[src/rtl/regfile_mp.sv]
// Parametrised multi-read-port register file with post-reset clear sweep and pending scoreboard.
// Optional macro REGFILE_BYPASS_EN forwards same-cycle write data/pending onto the read ports.
module regfile_mp #(
  parameter int DATA_W   = 32,
  parameter int ADDR_W   = 5,
  parameter int NUM_RD   = 2,
  parameter int ZERO_REG = 1
) (
  input  logic                     clock__i,
  input  logic                     reset__i,
  output logic                     Ready__o,
  input  logic                     RegWrite__i,
  input  logic [ADDR_W-1:0]        AddrRd__i,
  input  logic [DATA_W-1:0]        DataRd__i,
  input  logic                     Reserve__i,
  input  logic [ADDR_W-1:0]        AddrRes__i,
  input  logic [NUM_RD*ADDR_W-1:0] AddrR__i,
  output logic [NUM_RD*DATA_W-1:0] DataR__o,
  output logic [NUM_RD-1:0]        Pending__o
);

  localparam int DEPTH = 2 ** ADDR_W;
  localparam logic [ADDR_W-1:0] LAST = ADDR_W'(DEPTH - 1);

  typedef enum logic {CLEAR, RUN} state_t;

  state_t            state_q, state_d;
  logic [ADDR_W-1:0] clrCnt_q, clrCnt_d;
  logic [DEPTH-1:0]  pending_q, pending_d;
  logic [DATA_W-1:0] regs_q [DEPTH];

  logic wrEn, resEn;

  // Register 0 is silently immune to writes and reserves when hardwired to zero.
  assign wrEn  = (state_q == RUN) && RegWrite__i &&
                 !((ZERO_REG != 0) && (AddrRd__i == '0));
  assign resEn = (state_q == RUN) && Reserve__i &&
                 !((ZERO_REG != 0) && (AddrRes__i == '0));

  always_comb begin
    state_d   = state_q;
    clrCnt_d  = clrCnt_q;
    pending_d = pending_q;
    case (state_q)
      CLEAR: begin
        clrCnt_d = clrCnt_q + 1'b1;
        if (clrCnt_q == LAST) state_d = RUN;
      end
      RUN: begin
        if (wrEn)  pending_d[AddrRd__i]  = 1'b0;
        // A reserve issued alongside a write belongs to a newer producer, so it wins.
        if (resEn) pending_d[AddrRes__i] = 1'b1;
      end
      default: state_d = CLEAR;
    endcase
  end

  always_ff @(posedge clock__i) begin
    if (reset__i) begin
      state_q   <= CLEAR;
      clrCnt_q  <= '0;
      pending_q <= '0;
    end else begin
      state_q   <= state_d;
      clrCnt_q  <= clrCnt_d;
      pending_q <= pending_d;
    end
  end

  always_ff @(posedge clock__i) begin
    if (!reset__i) begin
      if (state_q == CLEAR) regs_q[clrCnt_q] <= '0;
      else if (wrEn)        regs_q[AddrRd__i] <= DataRd__i;
    end
  end

  assign Ready__o = (state_q == RUN);

  for (genvar k = 0; k < NUM_RD; k++) begin : gRead
    logic [ADDR_W-1:0] addr;
    logic [DATA_W-1:0] rdData;
    logic              rdPend;

    assign addr = AddrR__i[k*ADDR_W +: ADDR_W];

    always_comb begin
      rdData = regs_q[addr];
      rdPend = pending_q[addr];
`ifdef REGFILE_BYPASS_EN
      if (wrEn && (AddrRd__i == addr)) begin
        rdData = DataRd__i;
        rdPend = resEn && (AddrRes__i == addr);
      end
`endif
      // Outputs are forced quiet during the sweep since array contents are not yet defined.
      if ((state_q == CLEAR) || ((ZERO_REG != 0) && (addr == '0))) begin
        rdData = '0;
        rdPend = 1'b0;
      end
    end

    assign DataR__o[k*DATA_W +: DATA_W] = rdData;
    assign Pending__o[k]                = rdPend;
  end

endmodule

[config.mk]
export PLATFORM = sky130hd
export DESIGN_NAME = regfile_mp
export DESIGN_NICKNAME = d
export VERILOG_FILES = /design/src/rtl/regfile_mp.sv
export SDC_FILE = /design/constraint.sdc
export NUM_CORES = 1
export LEC_CHECK = 0
export CORE_ASPECT_RATIO = 0.75
export CORE_MARGIN = 2
export CORE_UTILIZATION = 55
export DETAILED_ROUTE_END_ITERATION = 12
export PLACE_DENSITY_LB_ADDON = 0.08
export SYNTH_ARGS = -nofsm -noshare
export SYNTH_HDL_FRONTEND = slang
export SYNTH_SLANG_ARGS = --single-unit
[constraint.sdc]
create_clock -name clock__i -period 7 [get_ports clock__i]
set_clock_uncertainty 0.05 [all_clocks]
set_input_delay 1.05 -clock clock__i [delete_from_list [all_inputs] [get_ports clock__i]]
set_output_delay 1.05 -clock clock__i [all_outputs]
set_load 0.01 [all_outputs]
**Yosys cells after proc, flatten, opt, wreduce, memory -nomap -nowiden**

Memory sizes are Yosys's and may differ from the RTL's.
Cells that the tools add are included.

- Memories kept: 1
- Bits of input ports: 56
- Output and inout port bits: 67
- Logic and storage cells: 58
- Register bits: 38
- RAM bits: 1024

Memory list:

| name | words | bits a word | read ports | clocked after memory_dff | wr ports | line | source |
|---|---|---|---|---|---|---|---|
| regs_q | 32 | 32 | 2 | 0 | 1 | 30 | `logic [DATA_W-1:0] regs_q [DEPTH];` |

- Multiplexer cells: 27
- Eq/ne operators: 1
- Add/sub/neg operators: 1
- Reductions and logical operators: 15
- Order comparisons: 6
- Bitwise logic cells: 4

Operator list:

| cell | count |
|---|---|
| 32-bit two-way mux | 6 |
| 32-bit bitwise AND | 1 |
| 32-bit inverter | 1 |
| 32-bit OR | 1 |
| 32-bit OR reduction | 1 |
| 5-bit by 6-bit < comparator with 1-bit output (second input constant) | 4 |
| 5-bit zero test | 4 |
| 1-bit two-way mux | 16 |
| 1-bit binary-select mux with 5-bit select | 2 |
| 1-bit demux with 5-bit select | 2 |
| 5-bit by 1-bit >= comparator with 1-bit output (second input constant) | 2 |
| 1-bit logical AND | 6 |
| 5-bit by 1-bit adder with 5-bit output (second input constant) | 1 |
| 5-bit equality test (second input constant) | 1 |
| 5-bit two-way mux | 1 |
| 1-bit zero test | 2 |
| 1-bit logical OR | 2 |
| 1-bit inverter | 1 |

**Longest topological paths before layout**

Gate-level depths: netlist of run 1.

- Depth in word-level cells: 10
- Mapped depth: 8
- Depth with buffers taken out: 5

**Worst setup path before layout of run 1**

No wires, ideal clock.

- Path type: input to register
- Start: input port AddrRd__i[1]
- End: memory regs_q[17][0], enable pin
- Required time: 6.489 ns
- Setup slack: 1.991 ns
- Arrival: 4.498 ns
- Library setup time: 0.461 ns
- Path buffers: 2
- Cell stages on the path: 6
- Cell sequence: buf_2 inv_1 a211oi_2 buf_4 mux2_2 nor3_1

- Cells in the longest elaborated chain, start to end: 9
- Elaborated cells between the ends (all ways): 10
- Those cells by class: 6 x mux; 4 x reduce/logical

RTL lines:

| item | line | source |
|---|---|---|
| start, declared | 13 | `input logic [ADDR_W-1:0] AddrRd__i,` |
| 5-bit zero test | 36 | `!((ZERO_REG != 0) && (AddrRd__i == '0));` |
| 1-bit zero test | 36 |  |
| 1-bit logical AND | 35 | `assign wrEn = (state_q == RUN) && RegWrite__i &&` |
| 1-bit two-way mux | 73 | `else if (wrEn) regs_q[AddrRd__i] <= DataRd__i;` |
| 1-bit two-way mux | 72 | `if (state_q == CLEAR) regs_q[clrCnt_q] <= '0;` |
| 1-bit two-way mux | 71 | `if (!reset__i) begin` |
| 1-bit two-way mux (implied by the code) | 73 |  |
| 32-bit OR reduction (no source line) | n/a |  |
| 5-bit two-way mux (no source line) or 1-bit two-way mux (tied branches) | n/a |  |
| end, declared | 30 |  |

Parallel ways exist; a longest one is shown, timed or not.

**Final worst setup path of run 1**

- Start: input port AddrR__i[0]
- End: output port DataR__o[24]

- Cells in the longest elaborated chain, start to end: 3
- Elaborated cells between the ends (all ways): 4
- Those cells by class: 1 x mux; 2 x reduce/logical; 1 x memory

RTL lines:

| item | line | source |
|---|---|---|
| start, declared | 17 | `input logic [NUM_RD*ADDR_W-1:0] AddrR__i,` |
| branches (longest 2 deep; another with memory 32 x 32 bit) | n/a |  |
| 32-bit two-way mux (*) | 96 | `if ((state_q == CLEAR) \|\| ((ZERO_REG != 0) && (addr == '0))) begin` |
| end, declared | 18 | `output logic [NUM_RD*DATA_W-1:0] DataR__o,` |

Every way passes the cells marked *.

==> flow_summary.yaml, run 1 <==
status:
  status: "complete, no violations"
global_routing:
  first_global_vias: 29200
  grt_antenna_before_repair: 7
  grt.total_usage: 0.332
  grt_max_degree: 95
  grt_first_pass_wirelength_mm: 219
  overflow: 0
drt:
  first_iter_violations: 4551
  first_pass_iters: 7
  vias: 30000
  routedWlPerCell_um: 37.8
  wirelength_mm: 155
  drtAntennaViolNets: 0
  drcViolationCount: 0
  via_per_inst: 7.31
placement:
  place_hpwl_mm: 91.8
  place_congestion: 0.890
  port-buffer-count: 122
  placed_cell_area_mm2: 0.0528
final_layout:
  fin_area_mm2: 0.0560
  seqCellArea_mm2: 0.0315
  area_delta_synth_final_pct: 11.9
  finalNetCount: 2863
  fillCellCount: 6303
  fin_util: 0.624
  multi_input_area_mm2: 0.0176
  drive_gt1_frac: 0.280
  num_antenna_cells: 0
logic_synthesis:
  synth_simple_gate_area_share: 0.0338
  synth_compound_area_frac: 0.0404
  synth_fa_ha_area_frac: 0.000500
  synth_mux_area_frac: 0.273
  seq_area_frac_synth: 0.629
  syn_inst: 2698
  synth_cell_type_count: 49
  ys_seq_elements: 1062
  synth_warnings: 0
  synth_top_family_by_area: "multiplexers"
  synthXorXnorAreaFrac: 0.000525
  synth.avg_cell_area_um2: 18.6
  syn-cell-area_mm2: 0.0501
  synth_fp_nets: 2756
worst_setup_path:
  path_max_fanout: 69
  crit_buf_inv: 3
  start_kind: "input port"
  r2r_start: "Ready__o"
  critPathSlowestCell: "nor3_1"
  reg2reg_depth: 6
  criticalPathCategory: "in2out"
  timing.rr.end: "regs_q[28][8]"
  cp-end-kind: "output port"
  slowest_delay_ns: 1.01
  reg2reg_setup_slack_ns: 2.95
  worstPathCellList: "buf_8, buf_12, or3_1, o221ai_1, nor3_1, clkdlybuf4s50_1"
  cp-startpoint: "AddrR__i[0]"
  arrival_ns: 4.90
  critical-path-top-delay-family: "buffers and inverters"
  cp_data_required_time_ns: 5.90
hold_path:
  worstHoldPathType: "reg2reg"
  hold-path-cell-count: 1
  min_from: "pending_q[0]"
  holdPathEnd: "pending_q[0]"
cts:
  clkSinkCount: 1062
  clk_pin_slew_worst_paths_ns: 0.06
  clockRootBuffer: "clkbuf_16"
  cts_tree: "done"
  cts_made_buffers: 103
  cts.htree.levels: 3
  holdBufCountCts: 0
  cts_max_path_buffers: 3
  clock_latency_ns: 0.67
  cts_resized: 0
  post_cts_buffers: 0
timing:
  max_freq_mhz: 167
  final-max-slew-violation-count: 0
  tns_ns: 0
  fin_crit_ns: 6.00
  setup_viol: 0
  slew_headroom: 0.120
  worstMarginPinSlew_ns: 1.28
  hold_viol: 0
  grt_setup_unrepaired: "no"
  period_share: 0.858
floorplanning:
  ios: 123
  core_mm2: 0.0899
  die_width_um: 352
  rows: 95
  start_util: 0.557
  die_height_um: 265
  dieArea_mm2: 0.0935
power:
  cellLeakagePower_nw: 16.3
  ir_drop_mv: 0.224
  powerDensity_mw_per_mm2: 236
flow_run:
  cap_violations: 0
sequential cells by signal, indices dropped and copies added, names as in the netlist:
signal and count:
Ready__o 1, clrCnt_q 5, pending_q 32, regs_q 1024
report_power, final:
part | total [mW] | internal (mW) | switching, mW | leakage [nW]
logic | 0.793 | 0.334 | 0.459 | 6.44
registers | 6.93 | 6.91 | 0.0213 | 8.29
clock network | 5.50 | 3.08 | 2.42 | 1.62
per-stage QoR:
stage          worst slack, ns  instances  hold WS, ns  total power, mW
2_1_floorplan             1.99       2698        0.401             7.60
3_3_place_gp              1.06       3912        0.417             7.84
3_5_place_dp              1.08       3912        0.426             7.85
4_1_cts                   1.09       4101        0.439             13.3
5_1_grt                  0.987       4101        0.446             13.5
6_report                 0.995       4101        0.442             13.2
layer usage:
layer  up-vias  wire (µm)  track usage
met5         -         34            0
met4         6       4020       0.0810
met3       270      19100       0.0780
met2      2084      69100        0.487
met1     16000      62700        0.508
li1      11700          -            -
synthesized netlist by cell type, drive strengths merged:
library cell | instances | area, µm²
nand3b | 4 | 30.0
mux2i | 301 | 3010
clkbuf | 66 | 248
o22a | 25 | 219
and3b | 2 | 17.5
nand4 | 10 | 62.6
and2 | 36 | 225
a211oi | 12 | 95.1
a21oi | 54 | 270
o2111ai | 1 | 8.76
and3 | 3 | 18.8
edfxtp | 1024 | 30700
o31ai | 2 | 15.0
nor2 | 25 | 93.8
nand3 | 48 | 240
xnor2 | 1 | 8.76
nand2 | 88 | 330
nor3 | 45 | 225
o41a | 1 | 11.3
o41ai | 1 | 16.3
ha | 2 | 25.0
or3 | 3 | 18.8
o32ai | 1 | 8.76
inv | 1 | 3.75
mux2 | 46 | 518
nand4b | 1 | 8.76
a22oi | 57 | 428
nor2b | 29 | 181
nor4b | 1 | 15.0
or4b | 1 | 10.0
xor2 | 2 | 17.5
dfxtp | 38 | 761
o21ai | 28 | 140
nand2b | 8 | 50.1
nor3b | 1 | 7.51
a31oi | 21 | 131
or3b | 1 | 8.76
o22ai | 32 | 200
a211o | 21 | 184
or2 | 21 | 131
o221ai | 34 | 298
buf | 148 | 882
nor4 | 2 | 18.8
mux4 | 450 | 10100
kinds of logic after synthesis:
logic type,Yosys count
AND/OR/NAND/NOR,329
AO/OA/AOI/OAI,290
buffers and inverters,215
adder cells (fa/ha/maj),2
XOR/XNOR,3
flip-flops,1062
multiplexers,797
cell usage in the layout (no fill, tap or decap), drive strengths merged, types with 25 or more instances in the layout:
cell type,instances
nand3,48
o22ai,32
a21oi,54
mux2,46
o221ai,34
mux4,450
nor3,45
dfxtp,38
clkbuf,118
o22a,25
edfxtp,1024
nor2,25
and2,36
clkdlybuf4s50,114
clkinv,58
mux2i,301
nand2,88
a22oi,57
nor2b,29
buf,102
o21ai,28
cell type report:
| class | count | share of cell area |
|---|---|---|
| Clock buffer | 118 | 0.0481 |
| Clock inverter | 71 | 0.0103 |
| Inverter | 1 | 0.0000670 |
| Multi-Input combinational cell | 1421 | 0.315 |
| Sequential cell | 1062 | 0.562 |
| Tap cell | 1212 | 0.0271 |
| Timing Repair Buffer | 216 | 0.0374 |
worst max path at each step:
stage	slack, ns	cells past startpoint	to
5_1_grt	0.99	6	DataR__o[24]
6_report	1.0	6	DataR__o[24]
3_5_place_dp	1.08	6	DataR__o[24]
3_3_place_gp	1.06	6	DataR__o[24]
2_1_floorplan	1.99	6	regs_q[17][0]
4_1_cts	1.09	6	DataR__o[24]
No activity file was read; power rests on OpenSTA's default activity.
==> run 2: changes to the inputs <==
MAX_ROUTING_LAYER = met4   (was not set)
SLEW_MARGIN = 20   (was not set)
==> run 2 against run 1 <==
Maximum frequency increased by 9.5%. Sequential power barely moved. Die area did not move. Critical path type unchanged.
==> flow_summary.yaml, run 2 (synthesis results as in run 1) <==
power:
  powerDensity_mw_per_mm2: 238
  cellLeakagePower_nw: 16.5
  p_total_mw: 13.4
  ir_drop_mv: 0.220
status:
  status: "complete, no violations"
worst_setup_path:
  worstPathCellList: "buf_8, buf_4, or3_1, o221ai_1, nor3_1, clkdlybuf4s50_1"
  reg2reg_setup_slack_ns: 3.13
  reg2reg_depth: 6
  criticalPathCategory: "in2out"
  crit_buf_inv: 3
  slowest_delay_ns: 0.83
  start_kind: "input port"
  r2r_start: "Ready__o"
  arrival_ns: 4.39
  critPathSlowestCell: "nor3_1"
  cp-end-kind: "output port"
  cp_data_required_time_ns: 5.90
  path_max_fanout: 64
  critical-path-top-delay-family: "buffers and inverters"
  timing.rr.end: "regs_q[14][16]"
cts:
  cts_max_path_buffers: 3
  clk_pin_slew_worst_paths_ns: 0.06
  clock_latency_ns: 0.68
  cts_resized: 0
  cts.htree.levels: 3
  cts_tree: "done"
  cts_made_buffers: 105
  clockRootBuffer: "clkbuf_16"
  post_cts_buffers: 0
  clkSinkCount: 1062
  holdBufCountCts: 0
floorplanning:
  start_util: 0.557
  ios: 123
  die_height_um: 265
  core_mm2: 0.0899
  dieArea_mm2: 0.0935
  rows: 95
  die_width_um: 352
hold_path:
  hold-path-cell-count: 1
  min_from: "pending_q[0]"
  worstHoldPathType: "reg2reg"
  holdPathEnd: "pending_q[0]"
final_layout:
  drive_gt1_frac: 0.292
  fin_util: 0.626
  regMostFlops: "regs_q"
  fin_area_mm2: 0.0563
  finalNonFillerCells: 4118
  final_common_cell: "edfxtp_1"
  area_delta_synth_final_pct: 12.4
  finalNetCount: 2878
  largest_register_ffs: 1024
  final_cell_mix: "1024 x edfxtp_1, 450 x mux4_2, 299 x mux2i_1"
  top_regs: "regs_q: 1024 flops, pending_q: 32 flops, clrCnt_q: 5 flops"
drt:
  routedWlPerCell_um: 36.8
  wirelength_mm: 152
  first_iter_violations: 4792
  first_pass_iters: 7
  drtAntennaViolNets: 0
  vias: 29600
  via_per_inst: 7.19
  drcViolationCount: 0
placement:
  place_hpwl_mm: 92.1
  port-buffer-count: 122
  dp.cells: 3925
  placed_cell_area_mm2: 0.0528
  place_congestion: 0.897
  dp_slack_ns: 1.23
timing:
  final-max-slew-violation-count: 0
  hold_viol: 0
  whs_ns: 0.437
  fin_crit_ns: 5.49
  grt_setup_unrepaired: "no"
  tns_ns: 0
  worstMarginPinSlew_ns: 1.18
  layout_setup_ws_ns: 1.51
  slew_headroom: 0.208
  max_freq_mhz: 182
  period_share: 0.784
  setup_viol: 0
flow_run:
  cap_violations: 0
global_routing:
  overflow: 0
  globalRoute.busiestLayer: "met1"
  use_met1: 0.494
  gr-usage-met3: 0.0851
  grt_first_pass_wirelength_mm: 215
  first_global_vias: 29100
  grt_max_degree: 94
  grtUsageMet2: 0.474
  grt.total_usage: 0.335
  grt_antenna_before_repair: 9
[run 2: worst max path at each step]
stage / start / endpoint / slack (ns) / cells after the start
finish: AddrR__i[0] / DataR__o[7] / 1.51 / 6
detailed placement: AddrR__i[0] / DataR__o[24] / 1.23 / 6
global placement: AddrR__i[0] / DataR__o[24] / 1.25 / 6
global route: AddrR__i[0] / DataR__o[24] / 1.39 / 6
floorplan: AddrRd__i[1] / regs_q[17][0] / 1.99 / 6
CTS: AddrR__i[0] / DataR__o[24] / 1.23 / 6
[run 2: report_power, final]
group          internal, mW  switching (mW)  total [mW]
combinational         0.338           0.457       0.795
sequential             6.91          0.0211        6.93
clock                  3.23            2.41        5.64
[run 2: final cells by class]
| class | instances | area (µm²) |
|---|---|---|
| clock inverter | 56 | 548 |
| inverter | 1 | 3.75 |
| antenna | 2 | 5.00 |
| clock buffer | 135 | 2850 |
| multi-input combinational | 1421 | 17700 |
| timing repair buffer | 229 | 2150 |
| sequential | 1062 | 31500 |
| fill | 6259 | 33600 |
| tap | 1212 | 1520 |
[run 2: layer usage]
metal  routed length (µm)  vias to the layer above  share of wire
met2                67100                     1845           0.44
met5                    0                        -              0
li1                     -                    11700              -
met3                18000                      248           0.12
met4                 3930                        0          0.026
met1                62500                    15800           0.41
==> patch (flow settings as in run 2) <==
Set the parameter `NUM_RD` to 1 (it was 2).
--- a/src/rtl/regfile_mp.sv
+++ b/src/rtl/regfile_mp.sv
@@ -5,3 +5,3 @@
   parameter int ADDR_W   = 5,
-  parameter int NUM_RD   = 2,
+  parameter int NUM_RD   = 1,
   parameter int ZERO_REG = 1
Ports: changed (resized AddrR__i, DataR__o and Pending__o); port bits go from 123 to 85. No check against the original RTL was run, so the function may have changed too.
==> patch against run 2 <==
Register-to-register slack worse by 0.35 ns; synthesized area is 18% lower; design area fell by 17%; global-route usage fell by 4.7 points; sequential cell count unchanged; routed wire length fell by 30%; total power decreased by 4.7%; worst setup slack got worse by 0.28 ns; critical endpoint is now DataR__o[20]; highest routed layer unchanged; clock power decreased by 5.7%.
==> patch: results (changes against run 2) <==
| Metric | Value |
|---|---|
| Non-clock buffer count | `155 (was 229)` |
| GR Util met2 | `42.57% (was 47.39%)` |
| Mux share of post-synthesis cell area | `14.13% (was 27.29%)` |
| Vias per Instance | `6.657 (was 7.194)` |
| Met1 Usage GRT | `42.92% (was 49.37%)` |
| Largest net degree at the start of global routing | `55 (was 94)` |
| Total track usage | `28.86% (was 33.52%)` |
| Global-route wire length before repair | `151.5 mm (was 215.4 mm)` |
| Post-Syn Instances | `2019 (was 2698)` |
| Syn_nets | `2072 (was 2756)` |
| Seq area share | `67.41% (was 55.99%)` |
| Placed Area | `0.04347 mm² (was 0.05282 mm²)` |
| Critical Path AT | `4.67 ns (was 4.39 ns)` |
| Max VDD drop | `0.0002187 V (was 0.0002201 V)` |
| Slowest cell delay on critical path | `0.61 ns (was 0.83 ns)` |
| WL/cell | `33.26 µm (was 36.80 µm)` |
| Met1 wire length | `46.75 mm (was 62.46 mm)` |
| Netlist cell types | `51 (was 49)` |
| GR Util met3 | `4.943% (was 8.515%)` |
| Post-synth top cells | `edfxtp_1 (1024), mux4_2 (199), mux2i_1 (133), a21oi_1 (71) (was edfxtp_1 (1024), mux4_2 (450), mux2i_1 (301), nand2_1 (88), buf_2 (87))` |
| Vias in the first global route | `20697 (was 29145)` |
| WL met2 | `49.53 mm (was 67.14 mm)` |
| Initial antenna violation count | `2 (was 9)` |
| NumNets Final | `2208 (was 2878)` |
| Cell leakage power | `13.35 nW (was 16.46 nW)` |
| Clk cell area share | `6.780% (was 6.038%)` |
| Comb_multi_in | `834 (was 1421)` |
| Clock buffers | `130 (was 135)` |
| ANT cells | `1 (was 2)` |
| Placed Cells incl. Taps | `3018 (was 3925)` |
| Status | `completed (unchanged)` |
| Pwr/cell area | `272.6 mW/mm² (was 237.5 mW/mm²)` |
| Post-synthesis xor/xnor area fraction | `0.06376% (was 0.05247%)` |
| Non-Filler Instances | `3204 (was 4118)` |
| Seq/Total Area, Yosys | `76.46% (was 62.92%)` |
| Pre-antenna DRT Iters | `6 (was 7)` |
| Leading post-synthesis cells by cell area | `edfxtp_1 (75%), mux4_2 (11%), mux2i_1 (3.2%), dfxtp_1 (1.8%), a21oi_1 (0.86%) (was edfxtp_1 (61%), mux4_2 (20%), mux2i_1 (6.0%), dfxtp_1 (1.5%), mux2_2 (1.0%))` |
| Synth Area in Compound Gates | `5.496% (was 4.045%)` |
| PortBufs | `84 (was 122)` |
| Multi-input combinational area share | `19.90% (was 31.43%)` |
| Non-clock buffer share | `3.295% (was 3.826%)` |
| Met3 WL | `8.304 mm (was 17.99 mm)` |
| CP Max Fanout | `45 (was 64)` |
## patch: cell count changes after synthesis, sizes merged, moves of 40 or more
cell | before | now
mux2 | 46 | 1
buf | 148 | 70
mux2i | 301 | 133
mux4 | 450 | 199
nor3 | 45 | 5
## patch: final timing paths
check | startpoint | endpoint | slack [ns] | cells after the start
hold / removal | pending_q[0]$_SDFFE_PP0P_ | pending_q[0]$_SDFFE_PP0P_ | 0.42 | 1
hold reg to reg | pending_q[0]$_SDFFE_PP0P_ | pending_q[0]$_SDFFE_PP0P_ | 0.42 | 1
setup reg to reg | Ready__o$_SDFF_PP0_ | regs_q[20][13]$_DFFE_PP_ | 2.78 | 6
setup / recovery | AddrR__i[2] | DataR__o[20] | 1.23 | 8
## patch: power by group
part	total (mW)	internal (mW)	switching (mW)	leakage [nW]
Combinational	0.494	0.191	0.303	3.51
Sequential	6.93	6.92	0.0136	8.28
Clock	5.32	3.03	2.28	1.56
Total	12.7	10.1	2.60	13.4
